[src/rtl/multi_divid_pkg.sv]
// Shared op codes, FSM states and operand-decode helpers for the iterative mul/div unit.
package multi_divid_pkg;

    localparam logic [1:0] OP_SDIV = 2'b00;
    localparam logic [1:0] OP_SMUL = 2'b01;
    localparam logic [1:0] OP_UDIV = 2'b10;
    localparam logic [1:0] OP_UMUL = 2'b11;

    typedef enum logic [1:0] {
        IDLE = 2'd0,
        CALC = 2'd1,
        FIX  = 2'd2
    } state_t;

    // Per-operation flags captured with the operands and consumed in FIX
    typedef struct packed {
        logic neg;      // product / quotient must be negated
        logic rem_neg;  // remainder takes the sign of the dividend
        logic dz;       // divide by zero
        logic ovf;      // signed division overflow
    } flags_t;

    function automatic logic is_div(input logic [1:0] op);
        return ~op[0];
    endfunction

    function automatic logic is_signed(input logic [1:0] op);
        return ~op[1];
    endfunction

endpackage

[src/rtl/multi_divid_seq_md_iter_step.sv]
// One radix-2 iteration: shift-add multiply or restoring-divide step on a 2N-bit accumulator.
// Latency: combinational.
// Backpressure: none; the caller decides when to register the result.
module md_iter_step #(
    parameter int N = 5
) (
    input  logic           div,
    input  logic [2*N-1:0] acc,
    input  logic [N-1:0]   opnd,
    output logic [2*N-1:0] acc_nxt
);

    logic [N-1:0] hi;
    logic [N-1:0] lo;
    logic [N:0]   sum;
    logic [N:0]   rem_sh;
    logic [N-1:0] rem_sub;
    logic         ge;

    assign hi      = acc[2*N-1:N];
    assign lo      = acc[N-1:0];
    assign sum     = {1'b0, hi} + {1'b0, opnd};
    assign rem_sh  = {hi, lo[N-1]};
    assign ge      = (rem_sh >= {1'b0, opnd});
    // A successful trial subtraction always leaves a value below the divisor, so N bits suffice
    assign rem_sub = rem_sh[N-1:0] - opnd;

    always_comb begin
        acc_nxt = '0;
        if (div) begin
            if (ge) acc_nxt = {rem_sub, lo[N-2:0], 1'b1};
            else    acc_nxt = {rem_sh[N-1:0], lo[N-2:0], 1'b0};
        end else if (lo[0]) begin
            acc_nxt = {sum, lo[N-1:1]};
        end else begin
            acc_nxt = {1'b0, hi, lo[N-1:1]};
        end
    end

endmodule

[src/rtl/multi_divid_seq.sv]
// Iterative signed/unsigned multiply and divide, one bit per cycle, with start/done handshake.
// Latency: done pulses N+1 edges after the start-capture edge for every op, error cases included.
// Backpressure: start is ignored while busy; a start in the done cycle is accepted.
module multi_divid_seq
    import multi_divid_pkg::*;
#(
    parameter int N = 5
) (
    input  logic         clk,
    input  logic         rst_n,
    input  logic         start,
    input  logic [1:0]   op,
    input  logic [N-1:0] a,
    input  logic [N-1:0] b,
    output logic         busy,
    output logic         done,
    output logic [N-1:0] m,
    output logic [N-1:0] r,
    output logic         error
);

    localparam int CW = $clog2(N + 1);
    localparam logic [N-1:0] MIN_NEG = {1'b1, {(N-1){1'b0}}};

    state_t         state;
    state_t         state_nxt;
    logic [CW-1:0]  cnt;
    logic [1:0]     op_l;
    logic [N-1:0]   a_l;
    logic [N-1:0]   opnd;
    logic [2*N-1:0] acc;
    logic [2*N-1:0] acc_nxt;
    flags_t         flags;

    logic           a_neg;
    logic           b_neg;
    logic [N-1:0]   a_mag;
    logic [N-1:0]   b_mag;
    flags_t         flags_in;

    logic [2*N-1:0] prod;
    logic [N-1:0]   quo;
    logic [N-1:0]   rem;
    logic [N-1:0]   m_fix;
    logic [N-1:0]   r_fix;
    logic           err_fix;

    md_iter_step #(.N(N)) u_step (
        .div     (is_div(op_l)),
        .acc     (acc),
        .opnd    (opnd),
        .acc_nxt (acc_nxt)
    );

    always_comb begin
        a_neg          = is_signed(op) & a[N-1];
        b_neg          = is_signed(op) & b[N-1];
        a_mag          = a_neg ? -a : a;
        b_mag          = b_neg ? -b : b;
        flags_in.neg     = a_neg ^ b_neg;
        flags_in.rem_neg = a_neg;
        flags_in.dz      = is_div(op) && (b == '0);
        flags_in.ovf     = (op == OP_SDIV) && (a == MIN_NEG) && (b == '1);
    end

    always_ff @(posedge clk or negedge rst_n) begin
        if (!rst_n) state <= IDLE;
        else        state <= state_nxt;
    end

    always_comb begin
        state_nxt = state;
        case (state)
            IDLE:    if (start) state_nxt = CALC;
            CALC:    if (cnt == CW'(1)) state_nxt = FIX;
            FIX:     state_nxt = IDLE;
            default: state_nxt = IDLE;
        endcase
    end

    // Sign fix-up and special-case overrides applied on the way into the output registers
    always_comb begin
        prod    = flags.neg ? -acc : acc;
        quo     = acc[N-1:0];
        rem     = acc[2*N-1:N];
        m_fix   = prod[2*N-1:N];
        r_fix   = prod[N-1:0];
        err_fix = 1'b0;
        if (flags.dz) begin
            m_fix   = '1;
            r_fix   = a_l;
            err_fix = 1'b1;
        end else if (flags.ovf) begin
            m_fix   = MIN_NEG;
            r_fix   = '0;
            err_fix = 1'b1;
        end else if (is_div(op_l)) begin
            m_fix = flags.neg     ? -quo : quo;
            r_fix = flags.rem_neg ? -rem : rem;
        end
    end

    always_ff @(posedge clk or negedge rst_n) begin
        if (!rst_n) begin
            cnt   <= '0;
            op_l  <= '0;
            a_l   <= '0;
            opnd  <= '0;
            acc   <= '0;
            flags <= '0;
            done  <= 1'b0;
            m     <= '0;
            r     <= '0;
            error <= 1'b0;
        end else begin
            done <= 1'b0;
            case (state)
                IDLE: begin
                    if (start) begin
                        op_l  <= op;
                        a_l   <= a;
                        flags <= flags_in;
                        cnt   <= CW'(N);
                        // Divide iterates on |a| with divisor |b|; multiply shifts |b| out against |a|
                        acc   <= is_div(op) ? {{N{1'b0}}, a_mag} : {{N{1'b0}}, b_mag};
                        opnd  <= is_div(op) ? b_mag : a_mag;
                    end
                end
                CALC: begin
                    acc <= acc_nxt;
                    cnt <= cnt - CW'(1);
                end
                FIX: begin
                    m     <= m_fix;
                    r     <= r_fix;
                    error <= err_fix;
                    done  <= 1'b1;
                end
                default: ;
            endcase
        end
    end

    assign busy = (state != IDLE);

endmodule

[config.mk]
export PLATFORM = sky130hd
export DESIGN_NAME = multi_divid_seq
export DESIGN_NICKNAME = d
export VERILOG_FILES = /design/src/rtl/multi_divid_pkg.sv /design/src/rtl/multi_divid_seq_md_iter_step.sv /design/src/rtl/multi_divid_seq.sv
export SDC_FILE = /design/constraint.sdc
export NUM_CORES = 1
export LEC_CHECK = 0
export CELL_PAD_IN_SITES_DETAIL_PLACEMENT = 1
export CELL_PAD_IN_SITES_GLOBAL_PLACEMENT = 1
export CORE_UTILIZATION = 40
export CTS_BUF_LIST = sky130_fd_sc_hd__clkbuf_8
export DETAILED_ROUTE_END_ITERATION = 8
export PLACE_DENSITY = 0.81
export SLEW_MARGIN = 20
export SYNTH_ARGS = -nofsm -noshare
export SYNTH_HDL_FRONTEND = slang
export SYNTH_SLANG_ARGS = --single-unit
[constraint.sdc]
create_clock -name clk -period 3.8 [get_ports clk]
set_clock_uncertainty 0.1 [all_clocks]
set_input_delay 0.76 -clock clk [delete_from_list [all_inputs] [get_ports clk]]
set_output_delay 0.76 -clock clk [all_outputs]
set_load 0.02 [all_outputs]
==> impl_metrics.py <==
metrics = {
    "power_and_ir_drop": {
        "p_per_area_nw_per_um2": 924,
        "sw_frac_of_total": 0.477,
        "seqPwrFrac": 0.307,
        "p_leak_nw": 1.53,
        "intPower_w": 0.00167,
        "comb_power_share": 0.580,
        "clkPwrFrac": 0.112,
        "net-switching-power_w": 0.00152,
        "vdd_drop_max_uv": 273,
    },
    "synth": {
        "postSynthCellCount": 347,
        "synthArstFlopShare": 1.00,
        "synth.net_count": 383,
        "netlist_area_um2": 3040,
        "ys_seq_area_frac": 0.345,
        "yosys_register_bits": 42,
        "yosys.cell_types.count": 59,
        "synth_enable_flop_cells": 0,
        "syn_area_per_cell_um2": 8.77,
        "ys_warn_count": 0,
        "synth_ff_type": "dfrtp_1",
    },
    "place": {
        "place_inst": 454,
        "gp_congestion": 0.815,
        "hpwl_mm": 5.97,
        "place_area_um2": 3340,
        "pre_cts_slack_ps": 910,
        "portBuffers": 27,
    },
    "timing": {
        "setup_viol": 0,
        "finalHoldViolCount": 0,
        "period_minus_slack_ps": 2610,
        "maxSlewHeadroom": 0.363,
        "whs_ps": 387,
        "rsz0062_at_grt": "false",
        "setup_slack_ps": 1190,
        "max_freq_mhz": 383,
        "tightest_slew_ps": 956,
        "slew_violations": 0,
        "fin_setup_tns_ps": 0,
        "fin_crit_sh": 0.686,
    },
    "die": {
        "initial_core_util": 0.417,
        "pin_count": 28,
        "fp.dieH_um": 89.2,
        "die_w_um": 89.2,
        "rows": 31,
        "dieArea_um2": 7960,
        "core_area_um2": 7290,
    },
    "critical_path": {
        "r2r_slack_ps": 1190,
        "worst_setup_path_start_kind": "register",
        "critPathMaxFanout": 7,
        "critPathMaxStageDelay_ps": 480,
        "crit_buf_inv": 2,
        "cp.arrival_ps": 2690,
        "critical_path_class": "register to register",
        "path_cells": "inv_1, ha_1, inv_1, fa_1, a21o_1, a21oi_2, a31oi_4, a2111oi_1, a211oi_1",
        "critPathCaptureType": "register",
        "critPathRequiredTime_ps": 3880,
        "path_delay_family": "compound AO/OA/AOI/OAI gates",
        "slowest_stage": "dfrtp_1",
        "critPathMostFrequentCell": "inv_1",
    },
    "finish": {
        "stdcell_area_um2": 3450,
        "layout_common_cells": "dfrtp_1 (42), nand2_1 (39), nor2_1 (28)",
        "fill_cells": 895,
        "layout.nets": 398,
        "fin_cells": 462,
        "area_growth_syn_to_layout_pct": 13.4,
        "antenna_cells": 0,
        "drive_gt1_frac": 0.0716,
        "final_common_cell": "dfrtp_1",
    },
    "routing": {
        "drtPass1Iterations": 4,
        "wl_per_cell_um": 17.4,
        "ant_nets": 0,
        "vias": 2565,
        "drt-total-wl_mm": 8.05,
        "via_per_inst": 5.55,
        "drtIter0Drc": 70,
        "drc": 0,
    },
    "clock_network": {
        "clkSlewWorstSetupHoldPaths_ps": 90,
        "cts_buffers": 5,
        "cts_root_buf": "clkbuf_8",
        "cts_max_path_buffers": 2,
        "cts_tree": "yes",
        "cts.htree.levels": 2,
        "postCtsSetupRepairBufs": 0,
        "cts_sinks": 42,
        "cts_resized": 0,
        "cts-hold-fix-buffers": 0,
        "clock_latency_ps": 300,
    },
    "global_routing": {
        "grt_pass1_vias": 2650,
        "grt_max_degree": 43,
        "grt_util_met3": 0.0406,
        "grt_pass1_wl_mm": 13.3,
        "gr-usage-met2": 0.387,
        "overflow": 0,
        "busiest_layer": "met2",
        "grt_usage": 0.222,
        "antenna_found_initial": 0,
        "met1_usage": 0.276,
    },
    "run": {
        "maxCapViolCount": 0,
    },
    "worst_hold_path": {
        "min_path_type": "register to register",
    },
    "run_status": {
        "status": "finished, final reports clean",
    },
}
## cell families after synthesis
group,share of synthesized area
xor gates and xnor gates,0.0518
and+or+nand+nor,0.180
muxes,0.0703
DFF,0.345
adders and majority gates,0.0913
buffers and inverters,0.0629
AOI/OAI and AO/OA,0.199
## final cells by class
| cell class | instances | area, um2 | area share |
|---|---|---|---|
| multi-input combinational | 261 | 1800 | 0.522 |
| sequential | 42 | 1050 | 0.304 |
| inverter | 23 | 86.3 | 0.0250 |
| timing repair buffer | 29 | 280 | 0.0812 |
| clock inverter | 3 | 41.3 | 0.0120 |
| clock buffer | 5 | 68.8 | 0.0199 |
| tap | 99 | 124 | 0.0359 |
## worst register-to-register path, stage by stage (launching register included)
cell       delay (ps)
dfrtp_1           480
inv_1             190
ha_1              170
inv_1              60
fa_1              400
a21o_1            190
a21oi_2           230
a31oi_4           180
a2111oi_1         410
a211oi_1           90
## power groups by stage
| stage | combinational (W) | clock (W) | sequential [W] |
|---|---|---|---|
| after floorplan | 0.00144 | 0 | 0.000863 |
| after global placement | 0.00174 | 0 | 0.000967 |
| after detailed placement | 0.00183 | 0 | 0.000981 |
| after CTS | 0.00186 | 0.000364 | 0.000975 |
| after global routing | 0.00207 | 0.000384 | 0.00101 |
| final | 0.00185 | 0.000358 | 0.000980 |
## Yosys cell counts (3+ instances only)
library cell	instances	area share
buf_2	9	0.015
o21ai_0	17	0.028
nand3_1	3	0.0049
clkbuf_1	9	0.011
xnor2_1	12	0.035
nor2_1	28	0.035
inv_1	21	0.026
o21ai_1	8	0.013
nand2b_1	8	0.016
nor3_1	10	0.016
xor2_1	6	0.017
a21o_1	4	0.0099
nand2_1	39	0.048
a21oi_1	22	0.036
nand4_1	3	0.0062
ha_1	19	0.078
nor2b_1	5	0.010
a31oi_1	4	0.0082
mux2_2	3	0.011
a211oi_1	7	0.017
nor3b_1	3	0.0074
dfrtp_1	42	0.35
mux2i_1	18	0.059
## routing by layer
metal | vias to the layer above | wire (um)
met2 | 48 | 4050
met3 | 17 | 247
met4 | 0 | 224
met5 | - | 0
met1 | 1250 | 3520
li1 | 1250 | -
## through the flow
step / util / power (W)
floorplan: - / 0.00230
global placement: 0.458 / 0.00271
detailed placement: 0.458 / 0.00281
CTS: 0.473 / 0.00320
global route: 0.473 / 0.00347
finish: 0.473 / 0.00319
## worst paths after layout
| path | startpoint | end | cells after the start |
|---|---|---|---|
| min in group asynchronous | rst_n | acc[9]$_DFFE_PN0P_ | 1 |
| worst min register to register | m[1]$_DFFE_PN0P_ | m[1]$_DFFE_PN0P_ | 2 |
| worst max register to register | acc[4]$_DFFE_PN0P_ | acc[7]$_DFFE_PN0P_ | 9 |
| worst max-delay path | acc[4]$_DFFE_PN0P_ | acc[7]$_DFFE_PN0P_ | 9 |
| max in group asynchronous | rst_n | m[1]$_DFFE_PN0P_ | 1 |
| worst min-delay path | m[1]$_DFFE_PN0P_ | m[1]$_DFFE_PN0P_ | 2 |
## flip-flops by register name (all words and copies together), names as in the netlist, 2 cells and up
name and count:
flags 4, a_l 5, cnt 3, acc 10
r 5, state 2, opnd 5, m 5
Power figures use the tool's default switching activity.
==> RTL change 1: new RTL, same settings <==
Make the reset (`rst_n`) synchronous in 2 clocked blocks.
--- a/src/rtl/multi_divid_seq.sv
+++ b/src/rtl/multi_divid_seq.sv
@@ -64,5 +64,5 @@
     end
 
-    always_ff @(posedge clk or negedge rst_n) begin
+    always_ff @(posedge clk) begin
         if (!rst_n) state <= IDLE;
         else        state <= state_nxt;
@@ -101,5 +101,5 @@
     end
 
-    always_ff @(posedge clk or negedge rst_n) begin
+    always_ff @(posedge clk) begin
         if (!rst_n) begin
             cnt   <= '0;
Function: differs if rst_n is asserted again (counterexample within 4 cycles, from zero or initial values and one cycle with rst_n low); with rst_n held inactive, the same outputs for 10 cycles.
==> RTL change 1 against the original RTL <==
  * Synthesized cell count up 10%
  * Sequential share of layout area fell by 6.1 points
  * Synthesized area is 1.4% lower
  * Cell count increased by 6.9%
  * Setup slack got worse by 79 ps
  * Design area about the same
  * Sequential cell count stayed put
  * Via count grew 12%
  * Wire length up 8.8%
  * First-iteration DRC count increased to 3.0 times the old value
  * Critical endpoint is now acc[8]
  * Highest routed layer unchanged
Power is not compared: it rests on default switching activity, and its combinational part moved more than twofold at a synthesized area within 25%.
==> RTL change 1: results (changes against the original RTL) <==
run status complete, no violations (unchanged); clock transition at the registers of the reported paths 90 ps (about the same); share of the synthesized area in compound gates (AO/OA/AOI/OAI) 25.15% (was 19.86%); arrival time reported for the critical path endpoint 2780 ps (was 2690 ps); vias after detailed routing 2875 (was 2565); post-synthesis cell type count 58 (was 59); Critical R2R Launch acc[4] (unchanged); first-pass GRT wire length 14.41 mm (was 13.25 mm); Iter 0 DRT Violations 210 (was 70); Area contributors post-synth dfxtp_1 28%, ha_1 7.9%, a21oi_1 6.0%, mux2i_1 5.3%, nand2_1 4.8% (was dfrtp_1 35%, ha_1 7.8%, mux2i_1 5.9%, nand2_1 4.8%, a21oi_1 3.6%); number of nets in the final layout 430 (was 398); DR pass1 iterations 5 (was 4); multiplexer share of the synthesized area 5.338% (was 7.031%); placed wire-length estimate after detailed placement 6.440 mm (was 5.973 mm); static leakage 1.288 nW; achievable frequency 372.1 MHz (was 383.4 MHz); average vias per placed instance 5.820 (was 5.552); most common library cells after synthesis 42 x dfxtp_1, 38 x nand2_1, 36 x a21oi_1, 35 x nor2_1, 23 x clkbuf_1 (was 42 x dfrtp_1, 39 x nand2_1, 28 x nor2_1, 22 x a21oi_1, 21 x inv_1); filler cell count in the final layout 912 (was 895); tightest slew margin relative to the limit 36.55% (was 36.27%); sequential cell area fraction in the yosys report 28.02% (was 34.54%); maximum number of pins on one net before global-route repair 34 (was 43); share of synthesized cell area in full adder, half adder and majority cells 9.258% (was 9.128%); capturing point of the worst reg2reg path acc[8] (was acc[7]); Max VDD drop 0.1397 mV; overall routing resource usage 23.99% (was 22.15%); hold path endpoint a_l[4] (was m[1]); Syn Nets 419 (was 383); Biggest register acc (unchanged); register-to-register setup slack 1110 ps (was 1190 ps); placer congestion estimate 0.8788 (was 0.8148); worst reg-to-reg path cell count 9 (unchanged); WL per Instance 17.71 um (was 17.41 um); hold path start a_l[4] (was m[1]); Critical-path top delay cell dfxtp_1 (was dfrtp_1); Synth Area in XOR/XNOR 5.254% (was 5.181%); kind of critical path register to register (unchanged); cell count of the worst hold path 2 (unchanged); PostCTS Resize Cnt 0 (unchanged); final antenna diode count 0 (unchanged); Mapped Cells 383 (was 347); root buffer cell clkbuf_8 (unchanged); Inst Count DP 486 (was 454); delay of the slowest cell on the worst path 440 ps (was 480 ps); CTS H-tree depth 2 (unchanged); CP max FO 10 (was 7); fraction of layout instances using a drive strength above 1 5.570% (was 7.163%); fraction of synthesis flops using an asynchronous set or reset pin 0% (was 100.0%); hold_ws 375.5 ps (was 387.5 ps)
[RTL change 1: cell types whose count changed in the layout (fill, tap and decap cells not counted), moves of 3 or more]
cell	delta
o211ai_1	+7
nand2b_1	-4
nor2_1	+7
nand3_1	+6
dfrtp_1	-42
dfxtp_1	+42
a21oi_1	+14
mux2_2	-3
buf_4	+3
o21ai_1	-7
nor3_1	-5
o31ai_1	+8
[RTL change 1: logic make-up after synthesis]
| family | after synthesis |
|---|---|
| flip-flops | 42 |
| AND/OR/NAND/NOR | 124 |
| AO/OA/AOI/OAI | 112 |
| buffers and inverters | 50 |
| adder cells (fa/ha/maj) | 21 |
| XOR/XNOR | 18 |
| multiplexers | 16 |
[RTL change 1: layout make-up]
cell class	count	share of cell area, %
clock inverters	3	1.993
multi-input cells	291	56.78
flip-flops and latches	42	24.35
well taps	99	3.587
clock buffers	5	1.993
inverters	22	2.391
repair buffers	32	8.913
[RTL change 1: per-layer routing]
metal  share of wire [%]  vias to the layer above  global-route usage, %
met4                 1.8                        0                  7.625
met2                  47                       56                  40.63
met3                 3.2                       14                  3.172
met1                  48                     1408                  31.61
met5                   0                        -                      0
li1                    -                     1397                      -
[RTL change 1: metrics by stage]
stage	instance area, sq um	utilization (%)	setup slack, ps
floorplan	3000	-	1436
global placement	3316	45.71	1061
detailed placement	3316	45.71	990.3
CTS	3453	47.61	1105
global route	3453	47.61	987.2
finish	3453	47.61	1113
[RTL change 1: worst max-delay path: cells and delay by family, from the launching register on]
family / cells / cell delay, ps
fa+ha+maj: 2 / 580
compound gates: 4 / 1090
simple gates: 1 / 180
flops: 1 / 440
buf+inv: 2 / 200
==> RTL change 2: new RTL, same flow settings <==
Made on the original files. `N` is set to 5 in 2 places; all go to 6.
--- a/src/rtl/multi_divid_seq_md_iter_step.sv
+++ b/src/rtl/multi_divid_seq_md_iter_step.sv
@@ -3,5 +3,5 @@
 // Backpressure: none; the caller decides when to register the result.
 module md_iter_step #(
-    parameter int N = 5
+    parameter int N = 6
 ) (
     input  logic           div,
--- a/src/rtl/multi_divid_seq.sv
+++ b/src/rtl/multi_divid_seq.sv
@@ -5,5 +5,5 @@
     import multi_divid_pkg::*;
 #(
-    parameter int N = 5
+    parameter int N = 6
 ) (
     input  logic         clk,
Ports: changed (resized a, b, m and r); port bits go from 28 to 32. The function was not compared with the original's and may differ.
==> RTL change 2 against the original RTL <==
  * Non-clock buffer count rose by 4
  * Critical endpoint is now acc[6]
  * Design area increased by 16%
  * Total power grew 16%
  * Wire length is 23% higher
  * First-iteration DRC count rose to 2.5 times the old value
  * Setup slack got worse by 14 ps
  * Synthesized area grew 17%
  * Sequential power increased by 13%
  * Count of clock-buffer cells in the layout up 1
  * Sequential cell count grew 6
==> RTL change 2: results (changes against the original RTL) <==
Iter 0 DRT Violations 175 (was 70); CTS buffer count 5 (unchanged); most common library cells after synthesis 48 x dfrtp_1, 48 x nand2_1, 41 x nor2_1, 34 x o21ai_0, 29 x a21oi_1 (was 42 x dfrtp_1, 39 x nand2_1, 28 x nor2_1, 22 x a21oi_1, 21 x inv_1); number of global-route vias before repair 3273 (was 2650); fraction of synthesis flops using an asynchronous set or reset pin 100.0% (unchanged); maximum number of pins on one net before global-route repair 49 (was 43); overall routing resource usage 22.80% (was 22.15%); first-pass GRT wire length 16.08 mm (was 13.25 mm); number of antenna violations at the first check in global routing 0 (unchanged); sequential cell area fraction in the yosys report 33.76% (was 34.54%); total of buffers placed on input and output ports 31 (was 27); Clock Latency Late Sink 310 ps; DR pass1 iterations 5 (was 4); flip-flop count of the largest register, all copies and words added 12 (was 10); Post-CTS Repair Setup Buffers 0 (unchanged); vias after detailed routing 3143 (was 2565); fraction of layout instances using a drive strength above 1 5.950% (was 7.163%); delay of the slowest cell on the worst path 680 ps (was 480 ps); WL per Instance 18.10 um (was 17.41 um); cell class contributing the biggest share of worst-path delay compound AO/OA/AOI/OAI gates (unchanged); root buffer cell clkbuf_8 (unchanged); number of nets in the final layout 475 (was 398); filler cell count in the final layout 1069 (was 895); PostCTS Resize Cnt 0 (unchanged); placer congestion estimate 0.8323 (was 0.8148); post-synthesis cell type count 53 (was 59); Max VDD drop 0.2625 mV (was 0.2729 mV); required arrival time at the worst endpoint 3930 ps (was 3880 ps); Post-Place Worst Slack 1058 ps (was 909.8 ps); Area contributors post-synth dfrtp_1 34%, ha_1 7.0%, nand2_1 5.1%, mux2i_1 4.8%, o21ai_0 4.8% (was dfrtp_1 35%, ha_1 7.8%, mux2i_1 5.9%, nand2_1 4.8%, a21oi_1 3.6%); CTS H-tree depth 2 (unchanged); clock transition at the registers of the reported paths 90 ps (about the same); Yosys warning count 0 (unchanged); static leakage 1.696 nW (was 1.533 nW); Least-Margin Pin Slew 824.9 ps (was 956.0 ps); path type of the worst min-delay path input pin to asynchronous set/reset pin (was register to register); Critical-path top delay cell dfrtp_1 (unchanged); CP max FO 11 (was 7); final antenna diode count 0 (unchanged); run status complete, no violations (unchanged); Biggest register acc (unchanged); Syn Nets 460 (was 383); total net switching power 0.001813 W (was 0.001522 W); worst-case clock buffer depth 2 (unchanged); placed wire-length estimate after detailed placement 7.520 mm (was 5.973 mm)
## RTL change 2: cell types whose count changed after synthesis, sizes merged, moves of 4 or more
| cell | change |
|---|---|
| a21oi | +5 |
| buf | -7 |
| clkbuf | +11 |
| dfrtp | +6 |
| mux2 | +6 |
| nand2 | +9 |
| nand2b | +4 |
| nor2 | +13 |
| nor3 | -5 |
| o211ai | +7 |
| o21ai | +9 |
| o31ai | +4 |
| o41ai | +4 |
| xnor2 | +7 |
## RTL change 2: stage by stage
stage,std cells,area [sq um],total power [W]
global route,545,4013,0.004020
finish,545,4013,0.003696
floorplan,421,3558,0.002667
global placement,537,3911,0.003217
detailed placement,537,3911,0.003357
CTS,545,4008,0.003713
## RTL change 2: power groups by stage
stage | combinational (W) | clock, W | sequential, W
floorplan | 0.00168 | 0 | 0.000983
global placement | 0.00213 | 0 | 0.00109
detailed placement | 0.00225 | 0 | 0.00111
CTS | 0.00227 | 0.000346 | 0.00110
global route | 0.00252 | 0.000362 | 0.00114
finish | 0.00226 | 0.000336 | 0.00111
## RTL change 2: worst paths after layout
kind	startpoint	to	slack [ps]	cells after the start
worst max-delay path	acc[9]	acc[6]	1180	6
worst min-delay path	rst_n	a_l[4]	360	1
worst max register to register	acc[9]	acc[6]	1180	6
worst min register to register	a_l[2]	a_l[2]	400	2
max in group asynchronous	rst_n	state[1]	2830	1
min in group clk	a_l[2]	a_l[2]	400	2
## RTL change 2: layer usage
| metal | wire (um) | share of wire [%] | track usage [%] |
|---|---|---|---|
| met5 | 0 | 0 | 0 |
| met4 | 378 | 3.8 | 12.01 |
| met3 | 288 | 2.9 | 2.528 |
| met2 | 4829 | 49 | 38.48 |
| met1 | 4366 | 44 | 28.56 |
## RTL change 2: area by class of cell
type	instances	area (sq um)	share of cell area, %
clock inverters	2	13.76	0.3430
clock buffers	6	82.58	2.058
multi-input cells	322	2160	53.82
inverters	26	97.59	2.432
flip-flops and latches	48	1201	29.93
repair buffers	33	322.8	8.045
well taps	108	135.1	3.368
## RTL change 2: logic make-up (layout without fill, tap and decap cells)
logic type                 Yosys count  after routing  share of synthesized area [%]
xor gates and xnor gates            25             25                          6.153
buffers and inverters               51             67                          5.626
DFF                                 48             48                          33.76
adders and majority gates           22             22                          8.158
muxes                               26             26                          7.630
AOI/OAI and AO/OA                  117            117                          21.59
and+or+nand+nor                    132            132                          17.09
